==> src/rtl/ip_decap_rx_ctrl.sv <==
// Receive-side IP decapsulation controller: accepts one parsed outer header,
// runs the reverse CAM lookup, then forwards or drains the payload and emits metadata.
module ip_decap_rx_ctrl (
  input  logic        clk,
  input  logic        rst_n,
  input  logic        src_ip_decap_rx_meta_val,
  output logic        ip_decap_src_rx_meta_rdy,
  input  logic        src_ip_decap_rx_data_val,
  input  logic        src_ip_decap_rx_data_last,
  output logic        ip_decap_src_rx_data_rdy,
  output logic        ip_decap_dst_rx_meta_val,
  input  logic        dst_ip_decap_rx_meta_rdy,
  output logic        ip_decap_dst_rx_data_val,
  output logic        ip_decap_dst_rx_data_last,
  input  logic        dst_ip_decap_rx_data_rdy,
  output logic        ctrl_datap_store_hdr,
  output logic        ctrl_datap_store_ips,
  input  logic        datap_ctrl_hdr_ok,
  output logic        ctrl_ip_dir_cam_read_val,
  input  logic        ip_dir_cam_ctrl_read_hit,
  output logic [15:0] drop_cnt
);

  typedef enum logic [2:0] {
    READY   = 3'd0,
    LOOKUP  = 3'd1,
    OUTPUT  = 3'd2,
    DRAIN   = 3'd3,
    TX_WAIT = 3'd4
  } main_state_e;

  typedef enum logic [1:0] {
    WAITING      = 2'd0,
    META_OUT     = 2'd1,
    META_TX_WAIT = 2'd2
  } meta_state_e;

  main_state_e main_q, main_d;
  meta_state_e meta_q, meta_d;
  logic [15:0] drop_cnt_q, drop_cnt_d;
  logic        out_en_q, out_en_d;
  logic        meta_req;

  // out_en_q keeps the READY-state handshakes low until the first clock after reset.
  always_ff @(posedge clk or negedge rst_n) begin
    if (!rst_n) begin
      main_q     <= READY;
      meta_q     <= WAITING;
      drop_cnt_q <= '0;
      out_en_q   <= 1'b0;
    end else begin
      main_q     <= main_d;
      meta_q     <= meta_d;
      drop_cnt_q <= drop_cnt_d;
      out_en_q   <= out_en_d;
    end
  end

  always_comb begin
    main_d     = main_q;
    meta_req   = 1'b0;
    drop_cnt_d = drop_cnt_q;
    out_en_d   = 1'b1;
    case (main_q)
      READY:   if (src_ip_decap_rx_meta_val && out_en_q) main_d = LOOKUP;
      LOOKUP: begin
        if (datap_ctrl_hdr_ok && ip_dir_cam_ctrl_read_hit) begin
          main_d   = OUTPUT;
          meta_req = 1'b1;
        end else begin
          main_d = DRAIN;
          if (drop_cnt_q != '1) drop_cnt_d = drop_cnt_q + 16'd1;
        end
      end
      OUTPUT:  if (src_ip_decap_rx_data_val && dst_ip_decap_rx_data_rdy &&
                   src_ip_decap_rx_data_last) main_d = TX_WAIT;
      DRAIN:   if (src_ip_decap_rx_data_val && src_ip_decap_rx_data_last) main_d = READY;
      TX_WAIT: if (meta_q == META_TX_WAIT) main_d = READY;
      default: begin
        main_d     = main_state_e'('x);
        meta_req   = 1'bx;
        drop_cnt_d = 'x;
      end
    endcase
  end

  always_comb begin
    meta_d = meta_q;
    case (meta_q)
      WAITING:      if (meta_req) meta_d = META_OUT;
      META_OUT:     if (dst_ip_decap_rx_meta_rdy) meta_d = META_TX_WAIT;
      META_TX_WAIT: if (main_q == TX_WAIT) meta_d = WAITING;
      default:      meta_d = meta_state_e'('x);
    endcase
  end

  always_comb begin
    ip_decap_src_rx_meta_rdy  = 1'b0;
    ip_decap_src_rx_data_rdy  = 1'b0;
    ip_decap_dst_rx_meta_val  = 1'b0;
    ip_decap_dst_rx_data_val  = 1'b0;
    ip_decap_dst_rx_data_last = 1'b0;
    ctrl_datap_store_hdr      = 1'b0;
    ctrl_datap_store_ips      = 1'b0;
    ctrl_ip_dir_cam_read_val  = 1'b0;
    case (main_q)
      READY: begin
        ip_decap_src_rx_meta_rdy = out_en_q;
        ctrl_datap_store_hdr     = out_en_q;
      end
      LOOKUP: begin
        ctrl_ip_dir_cam_read_val = 1'b1;
        ctrl_datap_store_ips     = 1'b1;
      end
      OUTPUT: begin
        ip_decap_dst_rx_data_val  = src_ip_decap_rx_data_val;
        ip_decap_dst_rx_data_last = src_ip_decap_rx_data_last;
        ip_decap_src_rx_data_rdy  = dst_ip_decap_rx_data_rdy;
      end
      DRAIN:   ip_decap_src_rx_data_rdy = 1'b1;
      TX_WAIT: ;
      default: begin
        ip_decap_src_rx_meta_rdy  = 1'bx;
        ip_decap_src_rx_data_rdy  = 1'bx;
        ip_decap_dst_rx_data_val  = 1'bx;
        ip_decap_dst_rx_data_last = 1'bx;
        ctrl_datap_store_hdr      = 1'bx;
        ctrl_datap_store_ips      = 1'bx;
        ctrl_ip_dir_cam_read_val  = 1'bx;
      end
    endcase
    case (meta_q)
      WAITING, META_TX_WAIT: ;
      META_OUT: ip_decap_dst_rx_meta_val = 1'b1;
      default:  ip_decap_dst_rx_meta_val = 1'bx;
    endcase
  end

  assign drop_cnt = drop_cnt_q;

endmodule

==> config.mk <==
export PLATFORM = sky130hd
export DESIGN_NAME = ip_decap_rx_ctrl
export DESIGN_NICKNAME = d
export VERILOG_FILES = /design/src/rtl/ip_decap_rx_ctrl.sv
export SDC_FILE = /design/constraint.sdc
export NUM_CORES = 1
export LEC_CHECK = 0
export BUFFER_PORTS_ARGS = -buffer_cell sky130_fd_sc_hd__buf_2
export CORE_MARGIN = 4
export CORE_UTILIZATION = 50
export CTS_CLUSTER_DIAMETER = 50
export DETAILED_ROUTE_END_ITERATION = 16
export GPL_ROUTABILITY_DRIVEN = 1
export HOLD_SLACK_MARGIN = 0.02
export PLACE_DENSITY_LB_ADDON = 0.15
export REMOVE_ABC_BUFFERS = 1
export SETUP_SLACK_MARGIN = 0.4
export SLEW_MARGIN = 10
export SYNTH_ARGS = -nofsm -noshare
export SYNTH_HDL_FRONTEND = slang
export SYNTH_SLANG_ARGS = --single-unit
==> constraint.sdc <==
create_clock -name clk -period 5.25 [get_ports clk]
set_input_delay 1.3125 -clock clk [delete_from_list [all_inputs] [get_ports clk]]
set_output_delay 1.3125 -clock clk [all_outputs]
set_load 0.1 [all_outputs]
==> report_table.html, run 1 <==
<table>
<tr><th>Metric</th><th>Value</th></tr>
<tr><th colspan="2">Global routing</th></tr>
<tr><td>Global-route wire length before repair</td><td>4.15 mm</td></tr>
<tr><td>Vias in the first global route</td><td>900</td></tr>
<tr><td>Initial antenna violation count</td><td>0</td></tr>
<tr><td>Maximum number of pins on one net before global-route repair</td><td>23</td></tr>
<tr><td>Total routing resource utilization after global routing</td><td>between 10% and 20%</td></tr>
<tr><td>Overflow after GRT</td><td>0</td></tr>
<tr><th colspan="2">Routing</th></tr>
<tr><td>Count of TritonRoute iterations in the first routing pass</td><td>4</td></tr>
<tr><td>Drt via density</td><td>5.53</td></tr>
<tr><td>Total number of vias</td><td>985</td></tr>
<tr><td>Wirelength, routed</td><td>2.54 mm</td></tr>
<tr><td>Avg WL per Cell</td><td>14.3 um</td></tr>
<tr><td>Number of DRC violations after detailed routing</td><td>0</td></tr>
<tr><td>Initial DRC Count</td><td>21</td></tr>
<tr><td>Antenna violation net count after detailed routing</td><td>0</td></tr>
<tr><th colspan="2">STA</th></tr>
<tr><td>Final Critical Period</td><td>3300 ps</td></tr>
<tr><td>Clock Skew</td><td>~1.7 ps</td></tr>
<tr><td>Maximum clock frequency</td><td>303 MHz</td></tr>
<tr><td>Fin. max-slew vios</td><td>0</td></tr>
<tr><td>Relative max-transition margin</td><td>~60%</td></tr>
<tr><td>Final setup violation count</td><td>0</td></tr>
<tr><td>Unrepaired setup endpoints after global routing</td><td>false</td></tr>
<tr><td>Pin slew with the least headroom to its limit</td><td>around 570 ps</td></tr>
<tr><td>Number of hold-slack violations in the final timing report</td><td>0</td></tr>
<tr><td>Period utilisation layout</td><td>62.8%</td></tr>
<tr><td>Total Negative Setup Slacks</td><td>0 ps</td></tr>
<tr><td>Hold Slack</td><td>469 ps</td></tr>
<tr><th colspan="2">Final layout</th></tr>
<tr><td>Post-layout utilization of the core</td><td>between 60% and 70%</td></tr>
<tr><td>Synth-to-layout area growth</td><td>15.3%</td></tr>
<tr><td>Antenna diode instance count</td><td>0</td></tr>
<tr><td>Share of cells above drive strength 1</td><td>between 20% and 30%</td></tr>
<tr><td>Final layout net count</td><td>161</td></tr>
<tr><th colspan="2">Logic synthesis</th></tr>
<tr><td>Top cell type's share of synthesized area</td><td>45.0%</td></tr>
<tr><td>Synthesis Warnings</td><td>0</td></tr>
<tr><td>Yosys reg bits</td><td>22</td></tr>
<tr><td>Synthesized instance count</td><td>121</td></tr>
<tr><td>Cell taking the most area after synthesis</td><td>sky130_fd_sc_hd__dfrtp_1</td></tr>
<tr><td>Post-synthesis cell type count</td><td>38</td></tr>
<tr><td>Most area-consuming cells after synthesis</td><td>sky130_fd_sc_hd__dfrtp_1 45%, sky130_fd_sc_hd__xor2_1 11%, sky130_fd_sc_hd__a211oi_1 4.9%</td></tr>
<tr><td>Synth Area per Inst</td><td>10.1 um^2</td></tr>
<tr><td>Share of synthesized area occupied by flip-flops and latches</td><td>45.0%</td></tr>
<tr><td>Netlist area before placement</td><td>1220 um^2</td></tr>
<tr><th colspan="2">Power and ir drop</th></tr>
<tr><td>Worst vdd ir</td><td>about 0.00045 V</td></tr>
<tr><td>Power share of the clock group</td><td>between 10% and 20%</td></tr>
<tr><td>Total Power Consumption</td><td>860 uW</td></tr>
<tr><td>Pleak</td><td>0.666 nW</td></tr>
<tr><td>Part of the total power dissipated in sequential elements</td><td>30.0%</td></tr>
<tr><td>Net switching power</td><td>519 uW</td></tr>
<tr><td>Switch share</td><td>60.3%</td></tr>
<tr><td>Portion of total power attributed to combinational logic</td><td>59.0%</td></tr>
<tr><td>Power Dens Cells</td><td>609 nW/um^2</td></tr>
<tr><td>Internal cell power</td><td>around 340 uW</td></tr>
<tr><th colspan="2">Min path</th></tr>
<tr><td>Worst hold path depth</td><td>1</td></tr>
<tr><td>Hold crit path type</td><td>reg2reg</td></tr>
<tr><th colspan="2">Clock tree</th></tr>
<tr><td>TritonCTS Buffers</td><td>3</td></tr>
<tr><td>CTS clock-pin slew for the worst setup and hold paths</td><td>about 120 ps</td></tr>
<tr><td>CTS tree</td><td>built</td></tr>
<tr><td>Clock network latency to the later pin of the worst-skew pair</td><td>310 ps</td></tr>
<tr><td>H-tree Lvls</td><td>1</td></tr>
<tr><td>Post-cts hold buffer count</td><td>0</td></tr>
<tr><td>Count of instances resized after the clock tree is built</td><td>0</td></tr>
<tr><td>Total clock sinks</td><td>22</td></tr>
<tr><td>Number of buffers between clock root and the deepest sink</td><td>2</td></tr>
<tr><td>Number of buffers added for setup after CTS</td><td>0</td></tr>
<tr><td>Clock tree root buffer cell</td><td>sky130_fd_sc_hd__clkbuf_4</td></tr>
<tr><th colspan="2">Floorplan</th></tr>
<tr><td>Standard-cell row count</td><td>17</td></tr>
<tr><td>Die X-Extent</td><td>57.5 um</td></tr>
<tr><td>Full die area</td><td>3300 um^2</td></tr>
<tr><td>Initial cell density of the core</td><td>53.8%</td></tr>
<tr><td>Height of the die</td><td>57.5 um</td></tr>
<tr><td>Floorplan core area</td><td>2280 um^2</td></tr>
<tr><td>Count of pins on the block boundary</td><td>33</td></tr>
<tr><th colspan="2">Critical path</th></tr>
<tr><td>Crit path cell chain</td><td>buf_2 &gt; o21ai_0 &gt; nand2_1 &gt; buf_2</td></tr>
<tr><td>CP dominant cell by count</td><td>sky130_fd_sc_hd__buf_2</td></tr>
<tr><td>Critical Path RT</td><td>a little under 4000 ps</td></tr>
<tr><td>Number of buffers and inverters on the critical path</td><td>2</td></tr>
<tr><td>Largest delay share family, worst path</td><td>buffers and inverters</td></tr>
<tr><td>Arrival time at the worst endpoint</td><td>1980 ps</td></tr>
<tr><td>Type of origin of the critical path</td><td>primary input</td></tr>
<tr><td>Setup Crit Path Kind</td><td>in2out</td></tr>
<tr><td>FF-to-FF path depth</td><td>4</td></tr>
<tr><td>Number of cells on the critical path</td><td>4</td></tr>
<tr><td>Critical path peak fanout</td><td>3</td></tr>
<tr><td>Delay of the slowest critical-path stage</td><td>410 ps</td></tr>
<tr><td>Worst setup EP type</td><td>output pin</td></tr>
<tr><td>CP max-delay cell</td><td>sky130_fd_sc_hd__buf_2</td></tr>
<tr><th colspan="2">Place</th></tr>
<tr><td>Post-DP HPWL</td><td>between 1.5 and 2 mm</td></tr>
<tr><td>Final weighted congestion in routability-driven placement</td><td>0.759</td></tr>
<tr><td>Port Buf Inserts</td><td>32</td></tr>
<tr><th colspan="2">Job</th></tr>
<tr><td>Max-capacitance violation count</td><td>0</td></tr>
<tr><th colspan="2">Status</th></tr>
<tr><td>Run status</td><td>finished clean</td></tr>
</table>
[placed cells by master (no fill, tap or decap), types with 2 or more instances in the layout]
cell                        instances
sky130_fd_sc_hd__a2111oi_0          2
sky130_fd_sc_hd__a211oi_1           8
sky130_fd_sc_hd__a21o_1             2
sky130_fd_sc_hd__a21oi_1            4
sky130_fd_sc_hd__and2_1             2
sky130_fd_sc_hd__and4_1             2
sky130_fd_sc_hd__buf_2             32
sky130_fd_sc_hd__clkbuf_4           3
sky130_fd_sc_hd__dfrtp_1           22
sky130_fd_sc_hd__inv_1              3
sky130_fd_sc_hd__nand2_1           10
sky130_fd_sc_hd__nand2b_1           2
sky130_fd_sc_hd__nand3_1            6
sky130_fd_sc_hd__nand4_1            4
sky130_fd_sc_hd__nor2_1             5
sky130_fd_sc_hd__nor2b_1            5
sky130_fd_sc_hd__nor4_1             3
sky130_fd_sc_hd__o21ai_0            3
sky130_fd_sc_hd__xor2_1            15
[flip-flops by register name (all words and copies together) (netlist names)]
register  cells
drop_cnt     16
main_q        3
meta_q        2
out_en_q      1
[worst register-to-register path: cells and delay by family (launching register included)]
kind               cells  cell delay [ps]
AOI/OAI and AO/OA      1              160
DFF                    1              540
muxes                  1              320
and+or+nand+nor        2             1020
[power groups by stage]
| stage | Clock, mW | Sequential (mW) | Combinational, mW |
|---|---|---|---|
| global placement | 0 | 0.257 | 0.505 |
| CTS | 0.0964 | 0.257 | 0.511 |
| global route | 0.103 | 0.266 | 0.530 |
| floorplan | 0 | 0.389 | 0.296 |
| detailed placement | 0 | 0.261 | 0.510 |
| finish | 0.0948 | 0.258 | 0.507 |
[path summary, 6_finish.rpt]
| check | end | from | slack (ps) |
|---|---|---|---|
| min | meta_q[0] | meta_q[1] | 470 |
| max in group asynchronous | main_q[0] | rst_n | 3970 |
| max reg2reg | drop_cnt[1] | main_q[2] | 3110 |
| max | ip_decap_src_rx_data_rdy | dst_ip_decap_rx_data_rdy | 1950 |
| min in group asynchronous | drop_cnt[7] | rst_n | 940 |
| min reg2reg | meta_q[0] | meta_q[1] | 470 |
[cells by family (layout without fill, tap and decap cells)]
logic type	Yosys count	after routing	share of synthesized area, %
other	1	1	0.306
multiplexers	3	3	2.96
AND/OR/NAND/NOR	44	44	21.1
flip-flops	22	22	45.0
buffers and inverters	10	39	4.50
adder cells (fa/ha/maj)	1	1	1.02
AO/OA/AOI/OAI	24	24	13.7
XOR/XNOR	16	16	11.5
[metal layers]
metal | share of wire, % | wire, um | track usage [%]
met5 | 0 | 0 | 0
met4 | 1.8 | 45 | 6.95
met3 | 6.5 | 166 | 2.94
met2 | 48 | 1210 | 25.2
met1 | 44 | 1120 | 21.7
[synth_stat cells, drive strengths merged]
| cell type | n |
|---|---|
| xor2 | 15 |
| mux2 | 2 |
| a21oi | 5 |
| nor4 | 4 |
| and2 | 2 |
| a211oi | 8 |
| nand2b | 2 |
| clkbuf | 1 |
| a2111oi | 2 |
| xnor2 | 1 |
| o21ai | 4 |
| o211ai | 1 |
| o41ai | 1 |
| buf | 6 |
| nor2b | 5 |
| or3b | 2 |
| nor3 | 1 |
| a31oi | 1 |
| and4 | 2 |
| nand3 | 6 |
| a21o | 2 |
| nand2 | 10 |
| nor2 | 5 |
| mux2i | 1 |
| ha | 1 |
| nand4 | 4 |
| conb | 1 |
| dfrtp | 22 |
| inv | 3 |
| nand3b | 1 |
[final cells by class]
cell class,instances,area (um^2)
Clock buffer,4,36.3
Fill cell,197,865
Inverter,3,11.3
Multi-Input combinational cell,89,618
Sequential cell,22,551
Tap cell,28,35.0
Timing Repair Buffer,32,160
[through the flow]
stage | worst slack [ps] | cell area, um^2 | instances
floorplan | 1290 | 1180 | 114
global placement | 1970 | 1380 | 174
CTS | 1950 | 1410 | 178
global route | 1900 | 1410 | 178
finish | 1950 | 1410 | 178
detailed placement | 1950 | 1380 | 174
Note: power is estimated with default switching activity, not from simulation.
==> inputs of run 2 (changes only) <==
- clock period: 5.25 -> 3.4 ns (I/O delays scaled with it)
==> run 2 against run 1 <==
  * Clock power increased by 56%
  * Highest routed layer unchanged
  * Non-clock buffer count unchanged
  * Largest cell class unchanged
  * Largest power group unchanged
  * Wire length increased by 0.67%
  * Count of clock-buffer cells in the layout did not move
  * Utilization did not move
  * Critical path depth unchanged
  * Critical path type is now reg2out
  * Sequential share of layout area stayed put
  * Flip-flop and latch count did not move
==> report_table.html, run 2 (same netlist as run 1, synthesis figures left out) <==
<table>
<tr><th>Metric</th><th>Value</th></tr>
<tr><th colspan="2">Status</th></tr>
<tr><td>Run status</td><td>finished clean</td></tr>
<tr><th colspan="2">Place</th></tr>
<tr><td>Port Buf Inserts</td><td>32</td></tr>
<tr><td>Count of placed standard cells including taps</td><td>174</td></tr>
<tr><td>Standard cell area after detailed placement</td><td>between 1000 and 1500 um^2</td></tr>
<tr><td>Post-DP HPWL</td><td>1.90 mm</td></tr>
<tr><td>Final weighted congestion in routability-driven placement</td><td>0.759</td></tr>
<tr><th colspan="2">Floorplan</th></tr>
<tr><td>Count of pins on the block boundary</td><td>33</td></tr>
<tr><td>Die X-Extent</td><td>57.5 um</td></tr>
<tr><td>Height of the die</td><td>approximately 57 um</td></tr>
<tr><td>Floorplan core area</td><td>2280 um^2</td></tr>
<tr><td>Initial cell density of the core</td><td>53.8%</td></tr>
<tr><td>Standard-cell row count</td><td>17</td></tr>
<tr><td>Full die area</td><td>3300 um^2</td></tr>
<tr><th colspan="2">Clock tree</th></tr>
<tr><td>H-tree Lvls</td><td>1</td></tr>
<tr><td>Number of buffers added for setup after CTS</td><td>0</td></tr>
<tr><td>Clock network latency to the later pin of the worst-skew pair</td><td>a little over 300 ps</td></tr>
<tr><td>CTS clock-pin slew for the worst setup and hold paths</td><td>~120 ps</td></tr>
<tr><td>Post-cts hold buffer count</td><td>0</td></tr>
<tr><td>Count of instances resized after the clock tree is built</td><td>0</td></tr>
<tr><td>TritonCTS Buffers</td><td>3</td></tr>
<tr><td>Clock tree root buffer cell</td><td>sky130_fd_sc_hd__clkbuf_4</td></tr>
<tr><td>Number of buffers between clock root and the deepest sink</td><td>2</td></tr>
<tr><td>CTS tree</td><td>built</td></tr>
<tr><td>Total clock sinks</td><td>22</td></tr>
<tr><th colspan="2">Power and ir drop</th></tr>
<tr><td>Switch share</td><td>60.4%</td></tr>
<tr><td>Pleak</td><td>0.666 nW</td></tr>
<tr><td>Power Dens Cells</td><td>942 nW/um^2</td></tr>
<tr><td>Part of the total power dissipated in sequential elements</td><td>29.9%</td></tr>
<tr><td>Power share of the clock group</td><td>11.1%</td></tr>
<tr><td>Worst vdd ir</td><td>0.000888 V</td></tr>
<tr><td>Internal cell power</td><td>527 uW</td></tr>
<tr><td>Portion of total power attributed to combinational logic</td><td>59.0%</td></tr>
<tr><td>Net switching power</td><td>803 uW</td></tr>
<tr><th colspan="2">Routing</th></tr>
<tr><td>Antenna violation net count after detailed routing</td><td>0</td></tr>
<tr><td>Number of DRC violations after detailed routing</td><td>0</td></tr>
<tr><td>Avg WL per Cell</td><td>around 14 um</td></tr>
<tr><td>Wirelength, routed</td><td>2.56 mm</td></tr>
<tr><td>Total number of vias</td><td>995</td></tr>
<tr><td>Initial DRC Count</td><td>13</td></tr>
<tr><td>Count of TritonRoute iterations in the first routing pass</td><td>4</td></tr>
<tr><td>Drt via density</td><td>5.59</td></tr>
<tr><th colspan="2">STA</th></tr>
<tr><td>Hold Slack</td><td>between 400 and 500 ps</td></tr>
<tr><td>Period utilisation layout</td><td>76.9%</td></tr>
<tr><td>Number of hold-slack violations in the final timing report</td><td>0</td></tr>
<tr><td>Unrepaired setup endpoints after global routing</td><td>false</td></tr>
<tr><td>Clock Skew</td><td>0.690 ps</td></tr>
<tr><td>Final setup violation count</td><td>0</td></tr>
<tr><td>Final Critical Period</td><td>2620 ps</td></tr>
<tr><td>Total Negative Setup Slacks</td><td>0 ps</td></tr>
<tr><td>Fin. max-slew vios</td><td>0</td></tr>
<tr><td>Maximum clock frequency</td><td>382 MHz</td></tr>
<tr><td>Relative max-transition margin</td><td>61.2%</td></tr>
<tr><td>Pin slew with the least headroom to its limit</td><td>577 ps</td></tr>
<tr><th colspan="2">Global routing</th></tr>
<tr><td>Met3 demand-to-capacity share in global routing</td><td>2.49%</td></tr>
<tr><td>Layer carrying the most global-route usage</td><td>met2</td></tr>
<tr><td>Initial antenna violation count</td><td>0</td></tr>
<tr><td>Met2 GRT Util</td><td>24.7%</td></tr>
<tr><td>Global-route wire length before repair</td><td>4.17 mm</td></tr>
<tr><td>Met1 usage</td><td>between 20 and 25%</td></tr>
<tr><td>Maximum number of pins on one net before global-route repair</td><td>23</td></tr>
<tr><td>Vias in the first global route</td><td>between 900 and 1000</td></tr>
<tr><td>Overflow after GRT</td><td>0</td></tr>
<tr><td>Total routing resource utilization after global routing</td><td>16.1%</td></tr>
<tr><th colspan="2">Critical path</th></tr>
<tr><td>Type of origin of the critical path</td><td>flop</td></tr>
<tr><td>Critical Path RT</td><td>2550 ps</td></tr>
<tr><td>Critical path peak fanout</td><td>11</td></tr>
<tr><td>Setup Crit Path Kind</td><td>reg2out</td></tr>
<tr><td>Arrival time at the worst endpoint</td><td>roughly 1800 ps</td></tr>
<tr><td>FF-to-FF setup slack</td><td>roughly 1300 ps</td></tr>
<tr><td>Worst setup EP type</td><td>output pin</td></tr>
<tr><th colspan="2">Final layout</th></tr>
<tr><td>Post-route standard cell area excluding fillers</td><td>1410 um^2</td></tr>
<tr><td>Number of flip-flops under the largest register name</td><td>16</td></tr>
<tr><td>Commonest cells after routing, fill and taps aside</td><td>32 x sky130_fd_sc_hd__buf_2, 22 x sky130_fd_sc_hd__dfrtp_1, 15 x sky130_fd_sc_hd__xor2_1, 10 x sky130_fd_sc_hd__nand2_1, 8 x sky130_fd_sc_hd__a211oi_1</td></tr>
<tr><td>Number of filler instances in the final layout</td><td>198</td></tr>
<tr><td>Share of cells above drive strength 1</td><td>between 20% and 30%</td></tr>
<tr><td>Most common library cell in the layout ignoring fill and taps</td><td>sky130_fd_sc_hd__buf_2</td></tr>
<tr><td>Final instance count without filler cells</td><td>178</td></tr>
<tr><td>Final layout net count</td><td>161</td></tr>
<tr><td>Antenna diode instance count</td><td>0</td></tr>
<tr><td>Synth-to-layout area growth</td><td>15.3%</td></tr>
<tr><th colspan="2">Min path</th></tr>
<tr><td>Hold crit path type</td><td>reg2reg</td></tr>
<tr><th colspan="2">Job</th></tr>
<tr><td>Max-capacitance violation count</td><td>0</td></tr>
</table>
[run 2: cell counts in the layout (fill, tap and decap cells not counted)]
Identical to the previous run, type by type.
[run 2: layer usage]
| metal | up-vias | routed length [um] | part of all wire [%] |
|---|---|---|---|
| met5 | - | 0 | 0 |
| met2 | 24 | 1190 | 46 |
| met3 | 5 | 152 | 5.9 |
| met1 | 477 | 1180 | 46 |
| met4 | 0 | 45 | 1.8 |
| li1 | 489 | - | - |
[run 2: cell type report]
type | count | area, um^2 | area share [%]
tap | 28 | 35.0 | 2.48
timing repair buffer | 32 | 160 | 11.3
sequential | 22 | 551 | 39.0
multi-input combinational | 89 | 618 | 43.8
clock buffer | 4 | 36.3 | 2.57
inverter | 3 | 11.3 | 0.798
[run 2: through the flow]
| step | setup slack, ps | total power, mW | util (%) |
|---|---|---|---|
| 3_5_place_dp | 1030 | 1.19 | 60.4 |
| 4_1_cts | 784 | 1.34 | 62.0 |
| 5_1_grt | 693 | 1.39 | 62.0 |
| 2_1_floorplan | 366 | 1.06 | - |
| 6_report | 785 | 1.33 | 62.0 |
| 3_3_place_gp | 1040 | 1.18 | 60.4 |
[run 2: worst max-delay path, cell delays in order, from the launching register on]
cell and delay (ps):
sky130_fd_sc_hd__dfrtp_1 520, sky130_fd_sc_hd__nor2_1 200, sky130_fd_sc_hd__xor2_1 150, sky130_fd_sc_hd__and2_1 150, sky130_fd_sc_hd__buf_2 430
[run 2: power groups by stage]
stage,sequential [mW],combinational [mW],clock [mW]
6_report,0.398,0.784,0.148
3_5_place_dp,0.403,0.788,0
2_1_floorplan,0.601,0.457,0
5_1_grt,0.412,0.816,0.159
3_3_place_gp,0.397,0.779,0
4_1_cts,0.397,0.789,0.149
[run 2: worst paths after layout]
path                            from                  endpoint  depth (start not counted)
setup reg to reg           main_q[2]               drop_cnt[1]                          4
min in group asynchronous      rst_n               drop_cnt[5]                          1
max in group asynchronous      rst_n              drop_cnt[15]                          1
hold reg to reg            meta_q[1]                 meta_q[0]                          1
hold / removal             meta_q[1]                 meta_q[0]                          1
setup / recovery           main_q[0]  ip_decap_src_rx_meta_rdy                          4
